**config.mk**
```make
export PLATFORM = sky130hd
export DESIGN_NAME = pad_bus_seq_flat
export DESIGN_NICKNAME = d
export VERILOG_FILES = /design/src/rtl/pad_bus_seq_if.sv /design/src/rtl/pad_bus_seq.sv /design/src/flat_wrapper.sv
export SDC_FILE = /design/constraint.sdc
export NUM_CORES = 1
export LEC_CHECK = 0
export BUFFER_PORTS_ARGS = -buffer_cell sky130_fd_sc_hd__buf_4
export CORE_ASPECT_RATIO = 1.4
export CORE_MARGIN = 2
export CORE_UTILIZATION = 30
export CTS_BUF_LIST = sky130_fd_sc_hd__clkbuf_4 sky130_fd_sc_hd__clkbuf_8
export DETAILED_ROUTE_END_ITERATION = 7
export GPL_TIMING_DRIVEN = 0
export PLACE_DENSITY = 0.59
export SLEW_MARGIN = 20
export SYNTH_ARGS = -nofsm -noshare
export SYNTH_HDL_FRONTEND = slang
export SYNTH_SLANG_ARGS = --single-unit
```
**constraint.sdc**
```tcl
create_clock -name clk -period 4.31 [get_ports clk]
set_input_delay 0.6465 -clock clk [delete_from_list [all_inputs] [get_ports clk]]
set_output_delay 0.6465 -clock clk [all_outputs]
set_load 0.03 [all_outputs]
```
**src/rtl/pad_bus_seq_if.sv**
```systemverilog
// Core-side request/response signals plus the IOBUF wrapper pins driven by pad_bus_seq.
// The slave modport is the sequencer; the master modport is the requester and pad-wrapper side.
interface pad_bus_seq_if #(
    parameter int WIDTH = 8
);
    logic             wr_req;
    logic [WIDTH-1:0] wr_data;
    logic             rd_req;
    logic [WIDTH-1:0] rd_data;
    logic             ack;
    logic             busy;
    logic [WIDTH-1:0] pad_din;
    logic             pad_oen_n;
    logic [WIDTH-1:0] pad_dout;

    modport master (
        output wr_req, wr_data, rd_req, pad_dout,
        input  rd_data, ack, busy, pad_din, pad_oen_n
    );

    modport slave (
        input  wr_req, wr_data, rd_req, pad_dout,
        output rd_data, ack, busy, pad_din, pad_oen_n
    );
endinterface

```
**src/rtl/pad_bus_seq.sv**
```systemverilog
// Half-duplex pad bus sequencer with programmable turnaround around each write drive window.
// Optional macro PAD_SYNC_EN adds a 2-flop synchroniser on pad_dout and two extra read states.
module pad_bus_seq #(
    parameter int WIDTH       = 8,
    parameter int TA_CYCLES   = 2,
    parameter int HOLD_CYCLES = 4
) (
    input logic          clk,
    input logic          rst,
    pad_bus_seq_if.slave bus
);
    localparam logic [7:0] TA_LOAD   = 8'(TA_CYCLES - 1);
    localparam logic [7:0] HOLD_LOAD = 8'(HOLD_CYCLES - 1);

`ifdef PAD_SYNC_EN
    typedef enum logic [2:0] {
        IDLE, TA_IN, DRIVE, RELEASE, SAMPLE, ACK, SYNC1, SYNC2
    } state_t;
`else
    typedef enum logic [2:0] {
        IDLE, TA_IN, DRIVE, RELEASE, SAMPLE, ACK
    } state_t;
`endif

    state_t           state;
    logic [7:0]       cnt;
    logic [WIDTH-1:0] sample_src;

`ifdef PAD_SYNC_EN
    // Free-running synchroniser; it has no reset so it always tracks the pads.
    logic [WIDTH-1:0] sync1_q;
    logic [WIDTH-1:0] sync2_q;

    always_ff @(posedge clk) begin
        sync1_q <= bus.pad_dout;
        sync2_q <= sync1_q;
    end

    assign sample_src = sync2_q;
`else
    assign sample_src = bus.pad_dout;
`endif

    // Each timed state loads cnt with N-1 on entry and leaves when it reaches 0.
    always_ff @(posedge clk) begin
        if (rst) begin
            state         <= IDLE;
            cnt           <= '0;
            bus.pad_oen_n <= 1'b1;
            bus.pad_din   <= '0;
            bus.rd_data   <= '0;
            bus.ack       <= 1'b0;
            bus.busy      <= 1'b0;
        end else begin
            bus.ack <= 1'b0;
            unique case (state)
                IDLE: begin
                    if (bus.wr_req) begin
                        bus.pad_din <= bus.wr_data;
                        bus.busy    <= 1'b1;
                        cnt         <= TA_LOAD;
                        state       <= TA_IN;
                    end else if (bus.rd_req) begin
                        bus.busy <= 1'b1;
`ifdef PAD_SYNC_EN
                        state    <= SYNC1;
`else
                        state    <= SAMPLE;
`endif
                    end
                end
                TA_IN: begin
                    if (cnt == 8'd0) begin
                        bus.pad_oen_n <= 1'b0;
                        cnt           <= HOLD_LOAD;
                        state         <= DRIVE;
                    end else begin
                        cnt <= cnt - 8'd1;
                    end
                end
                DRIVE: begin
                    if (cnt == 8'd0) begin
                        bus.pad_oen_n <= 1'b1;
                        cnt           <= TA_LOAD;
                        state         <= RELEASE;
                    end else begin
                        cnt <= cnt - 8'd1;
                    end
                end
                RELEASE: begin
                    if (cnt == 8'd0) begin
                        bus.ack <= 1'b1;
                        state   <= ACK;
                    end else begin
                        cnt <= cnt - 8'd1;
                    end
                end
`ifdef PAD_SYNC_EN
                SYNC1: state <= SYNC2;
                SYNC2: state <= SAMPLE;
`endif
                SAMPLE: begin
                    bus.rd_data <= sample_src;
                    bus.ack     <= 1'b1;
                    state       <= ACK;
                end
                ACK: begin
                    bus.busy <= 1'b0;
                    state    <= IDLE;
                end
                default: begin
                    bus.pad_oen_n <= 1'b1;
                    bus.busy      <= 1'b0;
                    state         <= IDLE;
                end
            endcase
        end
    end
endmodule

```
**src/flat_wrapper.sv**
```systemverilog
// flat-port wrapper written by rule: the top's interface ports become plain ports
module pad_bus_seq_flat 
#(
    parameter int WIDTH       = 8,
    parameter int TA_CYCLES   = 2,
    parameter int HOLD_CYCLES = 4
)
  (clk, rst, bus_wr_req, bus_wr_data, bus_rd_req, bus_pad_dout, bus_rd_data, bus_ack, bus_busy, bus_pad_din, bus_pad_oen_n);
  pad_bus_seq_if #(.WIDTH(WIDTH)) bus_i ();
  input logic clk;
  input logic rst;
  input wire logic [$bits(bus_i.wr_req)-1:0] bus_wr_req;
  input wire logic [$bits(bus_i.wr_data)-1:0] bus_wr_data;
  input wire logic [$bits(bus_i.rd_req)-1:0] bus_rd_req;
  input wire logic [$bits(bus_i.pad_dout)-1:0] bus_pad_dout;
  output wire logic [$bits(bus_i.rd_data)-1:0] bus_rd_data;
  output wire logic [$bits(bus_i.ack)-1:0] bus_ack;
  output wire logic [$bits(bus_i.busy)-1:0] bus_busy;
  output wire logic [$bits(bus_i.pad_din)-1:0] bus_pad_din;
  output wire logic [$bits(bus_i.pad_oen_n)-1:0] bus_pad_oen_n;
  assign bus_i.wr_req = bus_wr_req;
  assign bus_i.wr_data = bus_wr_data;
  assign bus_i.rd_req = bus_rd_req;
  assign bus_i.pad_dout = bus_pad_dout;
  assign bus_rd_data = bus_i.rd_data;
  assign bus_ack = bus_i.ack;
  assign bus_busy = bus_i.busy;
  assign bus_pad_din = bus_i.pad_din;
  assign bus_pad_oen_n = bus_i.pad_oen_n;
  pad_bus_seq #(.WIDTH(WIDTH), .TA_CYCLES(TA_CYCLES), .HOLD_CYCLES(HOLD_CYCLES)) u_core (.clk(clk), .rst(rst), .bus(bus_i));
endmodule
```
# Word level (Yosys, flattened, before mapping)
# Cells that the tools add are included.
[totals]
regBits = 30
in_bits = 20
[classes]
n_addsub = 1
n_eq_ne = 11
n_mux = 19
bitwise_logic = 2
reduce_logical = 10
[ops]
columns = ["cell", "count"]
rows = [
  ["$mux W8", 4],
  ["$pmux W8 S4", 1],
  ["$mux W3", 5],
  ["$pmux W3 S5", 1],
  ["$logic_not A8 Y1", 1],
  ["$reduce_or A4 Y1", 2],
  ["$sub A8 B1 Y8 const B", 1],
  ["$eq A3 B2 Y1 const B", 2],
  ["$eq A3 B3 Y1 const B", 2],
  ["$ne A2 B1 Y1 const B", 3],
  ["$reduce_and A3 Y1", 2],
  ["$mux W1", 5],
  ["$ne A2 B2 Y1 const B", 2],
  ["$pmux W1 S2", 2],
  ["$reduce_and A2 Y1", 2],
  ["$reduce_and A4 Y1", 1],
  ["$reduce_bool A4 Y1", 1],
  ["$eq A3 B1 Y1 const B", 1],
  ["$logic_not A3 Y1", 1],
  ["$ne A3 B3 Y1 const B", 1],
  ["$pmux W1 S3", 1],
  ["$not A1 Y1", 2],
]

# Logic depth before layout (Yosys ltp)
# Gate-level depths: netlist of the first run.
[depth]
ltp_word = 4
ltp_mapped = 7
ltp_nobuf = 7

# Worst setup path before layout of the first run
# Ideal clock, no wire load.
[synth_path]
path_type = "reg-to-reg"
start = "register u_core.cnt[0]"
end = "register u_core.cnt[2]"
setup_time_ns = 0.126
arrival_ns = 1.654
required_time_ns = 4.184
path_slack_ns = 2.531
stages_incl_launch_ff = 8
cell_sequence = "dfxtp_1 inv_1 ha_1 nor3b_1 nand2_2 maj3_2 o31ai_4 nor2_1"
[synth_between]
elab_chain_len = 3
word_cells_on_any_way = 8
classes_between = "add/sub: 1; eq/ne: 1; mux: 4; reduce/logical: 2"
[synth_lines]
columns = ["item", "line_no", "text"]
rows = [
  ["from (decl)", "pad_bus_seq.sv:26", "logic [7:0] cnt;"],
  ["from (signal assigned)", "pad_bus_seq.sv:78", "cnt <= cnt - 8'd1;"],
  ["from (signal assigned)", "pad_bus_seq.sv:87", "cnt <= cnt - 8'd1;"],
  ["from (signal assigned)", "pad_bus_seq.sv:95", "cnt <= cnt - 8'd1;"],
  ["$sub A8 B1 Y8 / $logic_not A8 Y1 (equally long branches)", "-", ""],
  ["$mux W8 (tied with other cells)", "pad_bus_seq.sv:91", "if (cnt == 8'd0) begin"],
  ["$pmux W8 S4 / $reduce_and A3 Y1 (equally long branches)", "-", ""],
]
# Several ways; a longest one is shown, not always the timed one. The select of a mux whose other input is x is not followed.
# A chain may end at the register's enable or synchronous reset.

# Worst setup path in the final report of the first run
# Same ends and word-level chain as after synthesis.

==> results of run 1 <==
[final timing paths]
check                                       end  slack, ns  depth (start not counted)
max                  u_core.cnt[2]$_SDFFE_PP0P_       2.34                          7
max reg2reg          u_core.cnt[2]$_SDFFE_PP0P_       2.34                          7
min reg2reg  u_core.bus.rd_data[1]$_SDFFE_PP0P_       0.46                          2
min          u_core.bus.rd_data[1]$_SDFFE_PP0P_       0.46                          2
[flip-flops by register name (all words and copies together) (netlist names)]
register	count
u_core.bus.busy	1
u_core.bus.rd_data	8
u_core.cnt	8
u_core.bus.pad_oen_n	1
u_core.bus.ack	1
u_core.bus.pad_din	8
u_core.state	3
[cell usage in the layout, fill, tap and decap left out, drive strengths merged]
| cell | netlist | routed |
|---|---|---|
| clkinvlp | 0 | 1 |
| a311oi | 2 | 2 |
| or3 | 1 | 1 |
| nor2 | 17 | 17 |
| dfxtp | 30 | 30 |
| xnor2 | 1 | 1 |
| o21ai | 3 | 3 |
| nor4 | 1 | 1 |
| and2 | 3 | 3 |
| ha | 1 | 1 |
| clkbuf | 5 | 11 |
| maj3 | 1 | 1 |
| mux2i | 1 | 1 |
| nor3b | 2 | 2 |
| nor2b | 1 | 1 |
| nand4bb | 1 | 1 |
| o22ai | 1 | 1 |
| o31ai | 1 | 1 |
| a22oi | 1 | 1 |
| a31oi | 1 | 1 |
| nand2b | 2 | 2 |
| a21oi | 20 | 20 |
| inv | 4 | 4 |
| clkinv | 0 | 1 |
| nand3 | 3 | 3 |
| nor3 | 6 | 6 |
| buf | 3 | 40 |
| o21a | 1 | 1 |
| nand2 | 39 | 39 |
| xor2 | 6 | 6 |
[logic make-up (layout without fill, tap and decap cells)]
| family | after synthesis | after routing | share of synthesized area |
|---|---|---|---|
| flip-flops | 30 | 30 | 0.462 |
| buffers and inverters | 12 | 57 | 0.0462 |
| adder cells (fa/ha/maj) | 2 | 2 | 0.0183 |
| AO/OA/AOI/OAI | 30 | 30 | 0.145 |
| XOR/XNOR | 7 | 7 | 0.0472 |
| multiplexers | 1 | 1 | 0.00771 |
| AND/OR/NAND/NOR | 76 | 76 | 0.274 |
[layer usage]
layer | GRT usage | up-vias | routed length [um]
met4 | 0.0467 | 0 | 38
li1 | - | 608 | -
met1 | 0.141 | 529 | 1190
met3 | 0.0472 | 3 | 140
met2 | 0.212 | 25 | 1400
met5 | 0 | - | 0
[cell type report]
| type | instances | area (sq um) |
|---|---|---|
| timing repair buffer | 37 | 278 |
| buffer | 8 | 45.0 |
| inverter | 4 | 15.0 |
| clock inverter | 2 | 12.5 |
| tap | 45 | 56.3 |
| clock buffer | 6 | 82.6 |
| multi-input combinational | 116 | 638 |
| fill | 455 | 2480 |
| sequential | 30 | 601 |
[where the power goes]
group,switching [mW],internal (mW),leakage [nW]
sequential,0.0751,0.370,0.245
combinational,0.434,0.312,0.434
clock,0.109,0.128,0.0472
total,0.618,0.810,0.727
[per-stage QoR]
| stage | setup slack (ns) | instances |
|---|---|---|
| floorplan | 2.53 | 158 |
| global placement | 2.34 | 240 |
| detailed placement | 2.31 | 240 |
| CTS | 2.30 | 248 |
| global route | 2.20 | 248 |
| finish | 2.34 | 248 |
[worst max-delay path, stage by stage (launching register included)]
cell and delay, ns:
dfxtp_1 0.33, inv_1 0.06, ha_1 0.17, nor3b_1 0.38, nand2_2 0.16, maj3_2 0.35, o31ai_4 0.31, nor2_1 0.08
==> results.md, run 1 <==
* Max Slew Vio Count at 0
* Unique masters post-synth at 33
* Estimated wirelength of the detail-placed design at about 2000 um
* Most area-hungry cell type in the Yosys netlist: dfxtp_1
* Area growth from synthesis to layout at 33.0%
* Number of DRC markers after the initial detailed-route iteration at 14
* Number of synthesized flops with an enable pin at 0
* Required time at the endpoint of the critical path at approximately 4.5 ns
* Setup TNS at 0 ns
* Mapped Nets at 179
* Mapped cell area at 1300 sq um
* Number of CTS-inserted buffers at 5
* Remaining Overflow, GRT at 0
* Weighted congestion at the end of routability-driven global placement at 0.710
* Port Buffers at 37
* Largest fanout of any net on the critical path at 6
* Synth top cells by count: nand2_1 (38), dfxtp_1 (30), a21oi_1 (20)
* Unrepaired setup endpoints after global routing: no
* Period utilisation layout at 0.457
* Share of layout cells above drive strength 1 at 0.271
* Run status: completed
* Seq/Total Area, Yosys at 0.462
* Number of sinks driven by the clock tree at 30
* Worst-case headroom to the max-slew limit at 0.421
* Wire length per cell after detailed routing at 11.2 um
* Static power due to leakage at 0.727 nW
* Final setup violation count at 0
* Average footprint of a synthesized cell at 8.22 sq um
* Clk_skew at 0.00539 ns
* Flop and latch count out of synthesis at 30
* Residual DRC count at 0
* Total global-route track usage at 0.125
* # IOs at 39
* CTS H-tree depth at 2
* Cell area reported after detailed placement at 1630 sq um
* Share of the core filled with cells in the final layout at 0.411
* Std-Cell Core Area at 4200 sq um
* Maximum number of pins on one net before global-route repair at 11
* Master cell of the clock root buffer: clkbuf_8
* Type of the most critical hold path: flop to flop
* Antenna Diode Count at 0
* DR pass1 iterations at 4
* Clock period minus final worst setup slack at 1.97 ns
* Post-cts hold buffer count at 0
* Pwr/cell area at 827 nW/um^2
* Count of warnings emitted by yosys at 0
* Clock latency on the worst-skew pair at roughly 0.28 ns
* F_max at 0.507 GHz
* Vert. Die Dim at roughly 82 um
* Number of hold violations in the final report at 0
* Layout Cell Area excl Fill at approximately 1700 sq um
* Type of destination of the critical path: flop
* Async S/R FF share, synth at 0
* Initial core utilization at 0.309
* Category of the worst setup path launch point: flop
* Number of antenna violations at the first check in global routing at 0
* Post-detailed-route count of antenna-violating nets at 0
* Via count at 1165
* Worst setup path class: flop to flop
* Buffers inserted by post-CTS timing repair at 0
* Maximum buffer depth of the clock tree at 2
* Origin of the worst min-delay path: u_core.bus.rd_data[1]$_SDFFE_PP0P_
* Count of standard-cell rows at 28
* Max-cap violation count at 0
* Gate Count Post-Synth at 158
* Critical R2R Launch: u_core.cnt[0]$_SDFFE_PP0P_
* Clock-pin transition on the worst setup and hold timing paths at around 0.06 ns
* Max IR drop VDD at between 300 and 400 uV
* Most frequently used cell type in the post-synthesis netlist: nand2_1
* Final Hold Slack at approximately 0.46 ns
* Share of Yosys cell area claimed by the top area cell type at 0.462
* Number of vias per cell at 4.70
* TritonCTS clock tree: built
* Crit path DAT at 2.13 ns
* Top FF cell, synth: dfxtp_1
* Critical path launch point: u_core.cnt[0]$_SDFFE_PP0P_
* Post-layout net count at between 200 and 250
* Width of the die at 59.6 um
* Die outline area at a little under 5000 sq um
* Number of resized instances in the post-cts repair step at 0
* Final routed wirelength across all metal layers at 2770 um
* Total chip power at 1.43 mW
* Global-route wire length before repair at 4660 um
* Top post-synthesis cells by area: dfxtp_1 (46%), nand2_1 (11%), a21oi_1 (7.7%)
* Via count of the first global-routing pass at 1085
* Measured slew at the worst slew-check pin at between 0.8 and 0.9 ns
Note: power is estimated with default switching activity, not from simulation.
==> inputs of run 2 (changes only) <==
==> constraint.sdc (replaced) <==
create_clock -name clk -period 1.85 [get_ports clk]
set_input_delay 0.2775 -clock clk [delete_from_list [all_inputs] [get_ports clk]]
set_output_delay 0.2775 -clock clk [all_outputs]
set_load 0.03 [all_outputs]
==> run 2 against run 1 <==
Hold slack got worse by 0.22 ns; critical endpoint unchanged; count of clock-buffer cells in the layout stayed put; combinational power rose to 2.6 times the previous value; final cell count is 2.0% higher; highest routed layer unchanged; flip-flop and latch count is the same.
==> results.md, run 2 (synthesis gave the netlist of run 1 again) <==
* Weighted congestion at the end of routability-driven global placement at 0.710 (unchanged)
* Vert. Die Dim at 81.9 um (unchanged)
* Period utilisation layout at 0.927 (+0.470)
* Maximum number of pins on one net before global-route repair at 11 (unchanged)
* Leading registers by flop count: u_core.bus.pad_din: 8 flops, u_core.bus.rd_data: 8 flops, u_core.cnt: 8 flops
* Initial core utilization at 0.309 (unchanged)
* Clock latency on the worst-skew pair at 0.28 ns (about the same)
* Measured slew at the worst slew-check pin at 0.860 ns (-0.00145 ns)
* Number of vias per cell at 4.65 (-0.97%)
* Worst-case headroom to the max-slew limit at 0.422 (+0.000973)
* Final setup violation count at 0 (unchanged)
* Width of the die at 59.6 um (unchanged)
* Number of instances in the placed design at 240 (unchanged)
* Std-Cell Core Area at 4200 sq um (unchanged)
* Maximum buffer depth of the clock tree at 2 (unchanged)
* Via count at 1177 (+1.0%)
* Number of inserted filler cells in the final layout at 446 (-2.0%)
* Number of sinks driven by the clock tree at 30 (unchanged)
* Number of CTS-inserted buffers at 5 (unchanged)
* Total chip power at 3.58 mW (+150%)
* Clock period minus final worst setup slack at 1.72 ns (-0.255 ns)
* Clock-pin transition on the worst setup and hold timing paths at 0.07 ns (about the same)
* Area of the multi-input gates at 663 sq um (+3.9%)
* Run status: completed
* Post-cts hold buffer count at 0 (unchanged)
* Clk_skew at 0.00526 ns (-0.000140 ns)
* Largest fanout of any net on the critical path at 6 (unchanged)
* Area growth from synthesis to layout at 38.1%
* Type of the most critical hold path: input port to flop
* Category of the worst setup path launch point: flop
* Port Buffers at 37 (unchanged)
* Number of DRC markers after the initial detailed-route iteration at 14 (unchanged)
* Post-layout net count at 228 (+2.2%)
* Share of layout cells above drive strength 1 at 0.308 (+0.0368)
* Estimated wirelength of the detail-placed design at 2040 um (unchanged)
* Residual DRC count at 0 (unchanged)
* Max-cap violation count at 0 (unchanged)
* Total global-route track usage at 0.130 (+0.00481)
* F_max at 0.583 GHz (+15%)
* Origin of the worst min-delay path: bus_pad_dout[7]
* Unrepaired setup endpoints after global routing: no
* Critical R2R Launch: u_core.cnt[1]$_SDFFE_PP0P_
* Most frequent cells in the layout: buf_4 (44), nand2_1 (38), dfxtp_1 (28), a21oi_1 (20), nor2_1 (17)
* Crit path DAT at 1.88 ns (-0.25 ns)
* Filler-free cell count of the finished design at 253 (+2.0%)
* Remaining Overflow, GRT at 0 (unchanged)
* Seq. cell area at 603 sq um (+0.42%)
* Wire length per cell after detailed routing at 11.2 um (+0.25%)
* TritonCTS clock tree: built
* # IOs at 39 (unchanged)
* CTS H-tree depth at 2 (unchanged)
* Die outline area at 4880 sq um (unchanged)
* DR pass1 iterations at 4 (unchanged)
* Final routed wirelength across all metal layers at 2830 um (+2.3%)
* Type of destination of the critical path: flop
* Antenna Diode Count at 0 (unchanged)
* Global-route wire length before repair at 4860 um (+4.1%)
* Post-detailed-route count of antenna-violating nets at 0 (unchanged)
* Number of hold violations in the final report at 0 (unchanged)
* Pwr/cell area at 2000 nW/um^2 (+140%)
* Static power due to leakage at 0.757 nW (+4.1%)
* Max IR drop VDD at 731 uV (+130%)
* Most frequent standard cell in the layout excluding fill and tap cells: buf_4
* Number of antenna violations at the first check in global routing at 0 (unchanged)
* Worst setup path class: flop to flop
* Required time at the endpoint of the critical path at 2.01 ns (-2.46 ns)
* Critical path launch point: u_core.cnt[1]$_SDFFE_PP0P_
* Via count of the first global-routing pass at 1124 (+3.6%)
* Max Slew Vio Count at 0 (unchanged)
* Count of standard-cell rows at 28 (unchanged)
* Master cell of the clock root buffer: clkbuf_8
run 2: per-stage QoR:
step	instance area, sq um	TNS (ns)	util	setup WS (ns)	hold WS, ns
final	1790	0	0.426	0.134	0.238
after global routing	1790	0	0.426	0.0189	0.230
after CTS	1770	0	0.422	0.00481	0.228
after detailed placement	1630	-0.809	0.388	-0.146	0.450
after global placement	1630	-0.679	0.388	-0.123	0.442
after floorplan	1300	0	-	0.0706	0.414
run 2: path summary, 6_finish.rpt:
check	endpoint	slack, ns	cells past startpoint
max	u_core.cnt[2]$_SDFFE_PP0P_	0.13	7
max reg2reg	u_core.cnt[2]$_SDFFE_PP0P_	0.13	7
min reg2reg	u_core.bus.rd_data[1]$_SDFFE_PP0P_	0.46	2
min	u_core.bus.rd_data[7]$_SDFFE_PP0P_	0.24	3
run 2: final cells by class:
type                       instances  area share
clock buffer                       6      0.0461
timing repair buffer              42       0.176
inverter                           4     0.00837
tap                               45      0.0314
clock inverter                     2     0.00698
buffer                             8      0.0251
multi-input combinational        116       0.370
sequential                        30       0.336
run 2: worst max-delay path, cell delays in order (launching register included):
cell and delay, ns:
dfxtp_2 0.32, inv_1 0.07, ha_2 0.19, nor3b_4 0.20, nand2_2 0.09, maj3_2 0.34, o31ai_4 0.31, nor2_1 0.09
run 2: where the power goes:
group | internal (mW) | switching [mW]
clock network | 0.298 | 0.254
registers | 0.867 | 0.189
logic | 0.902 | 1.07
total | 2.07 | 1.51
run 2: what timing repair did:
| item | in CTS | in global routing |
|---|---|---|
| setup endpoints to repair | 6 | 8 |
| gates resized for setup | 4 | 2 |
| pin swaps | 4 | 2 |
| setup buffers | 3 | 2 |
run 2: layer usage:
| layer | track usage | vias up | routed length [um] |
|---|---|---|---|
| met2 | 0.223 | 24 | 1470 |
| met1 | 0.146 | 531 | 1190 |
| met5 | 0 | - | 0 |
| li1 | - | 620 | - |
| met3 | 0.0472 | 2 | 140 |
| met4 | 0.0467 | 0 | 29 |
==> inputs of run 3 (changes only) <==
--- a/config.mk
+++ b/config.mk
@@ -5,6 +5,7 @@
 export SDC_FILE = /design/constraint.sdc
 export NUM_CORES = 1
 export LEC_CHECK = 0
+export ABC_AREA = 1
 export BUFFER_PORTS_ARGS = -buffer_cell sky130_fd_sc_hd__buf_4
 export CORE_ASPECT_RATIO = 1.4
 export CORE_MARGIN = 2
==> run 3 against run 2 <==
Wire length up 18%; non-clock buffer count down 8; setup slack better by 0.12 ns; sequential power about the same; final area up 4.5%; first-iteration DRC count rose to 2.8 times the previous value; core utilization down 1.3 points; critical path depth up 1; synthesized cell count up 25%; power up 4.7%; count of clock-buffer cells in the layout unchanged; clock skew about the same; largest cell class unchanged; highest routed layer unchanged.
==> results.md, run 3 <==
* Most frequent cells in the layout: nand2_1 (38), buf_4 (38), nor2_1 (32), dfxtp_1 (30), nand3_1 (18)
* Critical R2R Capture: u_core.cnt[7]$_SDFFE_PP0P_
* Worst reg2reg path depth at 8 (+1)
* Max-cap violation count at 0 (unchanged)
* Cells along the critical path: inv_1 -> ha_1 -> nand2_1 -> nor2_8 -> a21oi_4 -> nand2_2 -> nand2_2 -> a21oi_1
* Type of destination of the critical path: flop
* Weighted congestion at the end of routability-driven global placement at 0.776 (+9.4%)
* Layout Cell Area excl Fill at 1870 sq um (+4.5%)
* Mapped Nets at 218 (+22%)
* Top post-synthesis cells by area: dfxtp_1 (42%), nand2_1 (10%), nor2_1 (8.5%)
* Worst slack after detailed placement at 0.275 ns (+0.420 ns)
* DR pass1 iterations at 4 (unchanged)
* Number of vias per cell at 4.63 (-0.49%)
* Leading registers by flop count: u_core.bus.pad_din: 8 flops, u_core.bus.rd_data: 8 flops, u_core.cnt: 8 flops
* Clk_skew at 0.00492 ns (-0.000335 ns)
* Post-detailed-route count of antenna-violating nets at 0 (unchanged)
* Buffers inserted by post-CTS timing repair at 0 (-3)
* Run status: completed
* Pwr/cell area at 2000 nW/um^2 (+0.14%)
* Measured slew at the worst slew-check pin at 0.484 ns (-0.377 ns)
* Maximum buffer depth of the clock tree at 2 (unchanged)
* Final setup violation count at 0 (unchanged)
* Origin of the worst min-delay path: rst
* Critical R2R Launch: u_core.cnt[0]$_SDFFE_PP0P_
* Reg2Reg Setup Slack at 0.25 ns (+0.12 ns)
* Combinational Power Share at 0.571 (+0.021)
* Estimated wirelength of the detail-placed design at 2480 um (+22%)
* Cell area reported after detailed placement at 1780 sq um (+9.0%)
* Category of the worst setup path launch point: flop
* Most frequently used cell type in the post-synthesis netlist: nand2_1
* Area growth from synthesis to layout at 32.3%
* Crit-path max cell delay at 0.35 ns (about the same)
* Std-Cell Core Area at 4540 sq um (+7.9%)
* Number of antenna violations at the first check in global routing at 0 (unchanged)
* Worst setup path class: flop to flop
* Synth top cells by count: nand2_1 (38), nor2_1 (32), dfxtp_1 (30)
* Count of standard-cell rows at 29 (+3.6%)
* Initial core utilization at 0.312 (+0.00335)
* Antenna Diode Count at 0 (unchanged)
* Max IR drop VDD at 701 uV (-4.1%)
* Clock-pin transition on the worst setup and hold timing paths at 0.07 ns (about the same)
* Final Hold Slack at 0.193 ns (-0.0443 ns)
* Type of the most critical hold path: input port to flop
* Unrepaired setup endpoints after global routing: no
* Residual DRC count at 0 (unchanged)
* Clock latency on the worst-skew pair at 0.28 ns (about the same)
* Most area-hungry cell type in the Yosys netlist: dfxtp_1
* Crit path DAT at 1.77 ns (-0.11 ns)
* Number of sinks driven by the clock tree at 30 (unchanged)
* Via count at 1412 (+20%)
* Period utilisation layout at 0.862 (-0.0651)
* Final setup slack of the worst path at 0.255 ns (+0.120 ns)
* CP most frequent cell: nand2_2
* Total chip power at 3.75 mW (+4.7%)
* Async S/R FF share, synth at 0 (unchanged)
* Seq/Total Area, Yosys at 0.424 (-0.0384)
* Largest fanout of any net on the critical path at 7 (+1)
* Sw Share at 0.486 (+0.0631)
* Number of inserted filler cells in the final layout at 483 (+8.3%)
* Share of layout cells above drive strength 1 at 0.272 (-0.0361)
* Total global-route track usage at 0.144 (+0.0142)
* Post-cts hold buffer count at 0 (unchanged)
* Clock period minus final worst setup slack at 1.60 ns (-0.120 ns)
* Via count of the first global-routing pass at 1333 (+19%)
* Number of resized instances in the post-cts repair step at 0 (-4)
* Maximum number of pins on one net before global-route repair at 11 (unchanged)
* TritonCTS clock tree: built
* Count of warnings emitted by yosys at 0 (unchanged)
* Mapped cell area at 1420 sq um (+9.1%)
* Gate Count Post-Synth at 197 (+25%)
* CTS H-tree depth at 2 (unchanged)
* Flop and latch count out of synthesis at 30 (unchanged)
* Number of hold violations in the final report at 0 (unchanged)
* Master cell of the clock root buffer: clkbuf_8
* Width of the die at 62.1 um (+4.1%)
* Top FF cell, synth: dfxtp_1
* Share of power burned in registers at 0.281 (-0.014)
* Static power due to leakage at 0.864 nW (+14%)
* Number of DRC markers after the initial detailed-route iteration at 39 (+25)
* Unique masters post-synth at 28 (-15%)
* End point of the most critical hold path: u_core.cnt[1]$_SDFFE_PP0P_
* Number of CTS-inserted buffers at 5 (unchanged)
* Final routed wirelength across all metal layers at 3330 um (+18%)
* Share of Yosys cell area claimed by the top area cell type at 0.424 (-0.0384)
* Max Slew Vio Count at 0 (unchanged)
* Worst-case headroom to the max-slew limit at 0.677 (+0.255)
* Setup TNS at 0 ns (unchanged)
* Die outline area at 5290 sq um (+8.5%)
* Cell with the largest stage delay on the worst path: dfxtp_1
* Net switching power of the design at 1.82 mW (+20%)
* F_max at 0.627 GHz (+7.6%)
* Number of synthesized flops with an enable pin at 0 (unchanged)
* Part of the power in the clock network at 0.147 (-0.007)
* # IOs at 39 (unchanged)
* Port Buffers at 38 (+2.7%)
* Cell depth of the worst min-delay path at 2 (-1)
* Required time at the endpoint of the critical path at 2.03 ns (+0.02 ns)
* Wire length per cell after detailed routing at 10.9 um (-2.5%)
* Remaining Overflow, GRT at 0 (unchanged)
* Internal power consumption at 1.93 mW (-6.7%)
* Average footprint of a synthesized cell at 7.19 sq um (-13%)
* Vert. Die Dim at 85.3 um (+4.2%)
* Global-route wire length before repair at 5870 um (+21%)
* Post-layout net count at 263 (+15%)
[run 3: through the flow]
| step | instances | util |
|---|---|---|
| final | 305 | 0.413 |
| after global routing | 305 | 0.413 |
| after CTS | 305 | 0.413 |
| after detailed placement | 297 | 0.392 |
| after global placement | 297 | 0.392 |
| after floorplan | 197 | - |
[run 3: worst max path at each step]
stage                                           from                          to  cells after the start
after floorplan           u_core.cnt[0]$_SDFFE_PP0P_  u_core.cnt[3]$_SDFFE_PP0P_                      8
after CTS                 u_core.cnt[0]$_SDFFE_PP0P_  u_core.cnt[7]$_SDFFE_PP0P_                      8
after global placement    u_core.cnt[0]$_SDFFE_PP0P_  u_core.cnt[7]$_SDFFE_PP0P_                      8
final                     u_core.cnt[0]$_SDFFE_PP0P_  u_core.cnt[7]$_SDFFE_PP0P_                      8
after global routing      u_core.cnt[0]$_SDFFE_PP0P_  u_core.cnt[7]$_SDFFE_PP0P_                      8
after detailed placement  u_core.cnt[0]$_SDFFE_PP0P_  u_core.cnt[7]$_SDFFE_PP0P_                      8
[run 3: power by group through the flow]
stage                     Combinational [mW]  Sequential [mW]  Clock, mW
final                                   2.14             1.05      0.552
after floorplan                         1.39             1.29          0
after global routing                    2.42             1.09      0.590
after global placement                  2.14             1.07          0
after CTS                               2.16             1.06      0.572
after detailed placement                2.15             1.07          0
[run 3: area by class of cell]
cell class,count,area (sq um),area share
Sequential cell,30,601,0.320
Clock inverter,2,12.5,0.00668
Clock buffer,6,82.6,0.0441
Buffer,4,16.3,0.00868
Multi-Input combinational cell,144,728,0.389
Tap cell,62,77.6,0.0414
Inverter,19,71.3,0.0381
Timing Repair Buffer,38,285,0.152
[run 3: layer usage]
layer / share of wire / GRT usage / routed length [um] / vias up
met5: 0 / 0 / 0 / -
met4: 0.018 / 0.0580 / 61 / 0
met3: 0.047 / 0.0335 / 156 / 6
met2: 0.49 / 0.233 / 1640 / 35
met1: 0.44 / 0.179 / 1470 / 642
li1: - / - / - / 729
[run 3: cell families (layout without fill, tap and decap cells)]
kind of cell | count (synthesis) | count (layout) | share of synthesized area
adder cells (fa/ha/maj) | 1 | 1 | 0.00883
AND/OR/NAND/NOR | 105 | 105 | 0.348
buffers and inverters | 23 | 69 | 0.0618
flip-flops | 30 | 30 | 0.424
AO/OA/AOI/OAI | 38 | 38 | 0.157
[run 3: worst max-delay path, delay by kind of cell (launching register included)]
| kind | cells | cell delay (ns) |
|---|---|---|
| AOI/OAI and AO/OA | 2 | 0.28 |
| and+or+nand+nor | 4 | 0.58 |
| adders and majority gates | 1 | 0.22 |
| buffers and inverters | 1 | 0.07 |
| DFF | 1 | 0.35 |
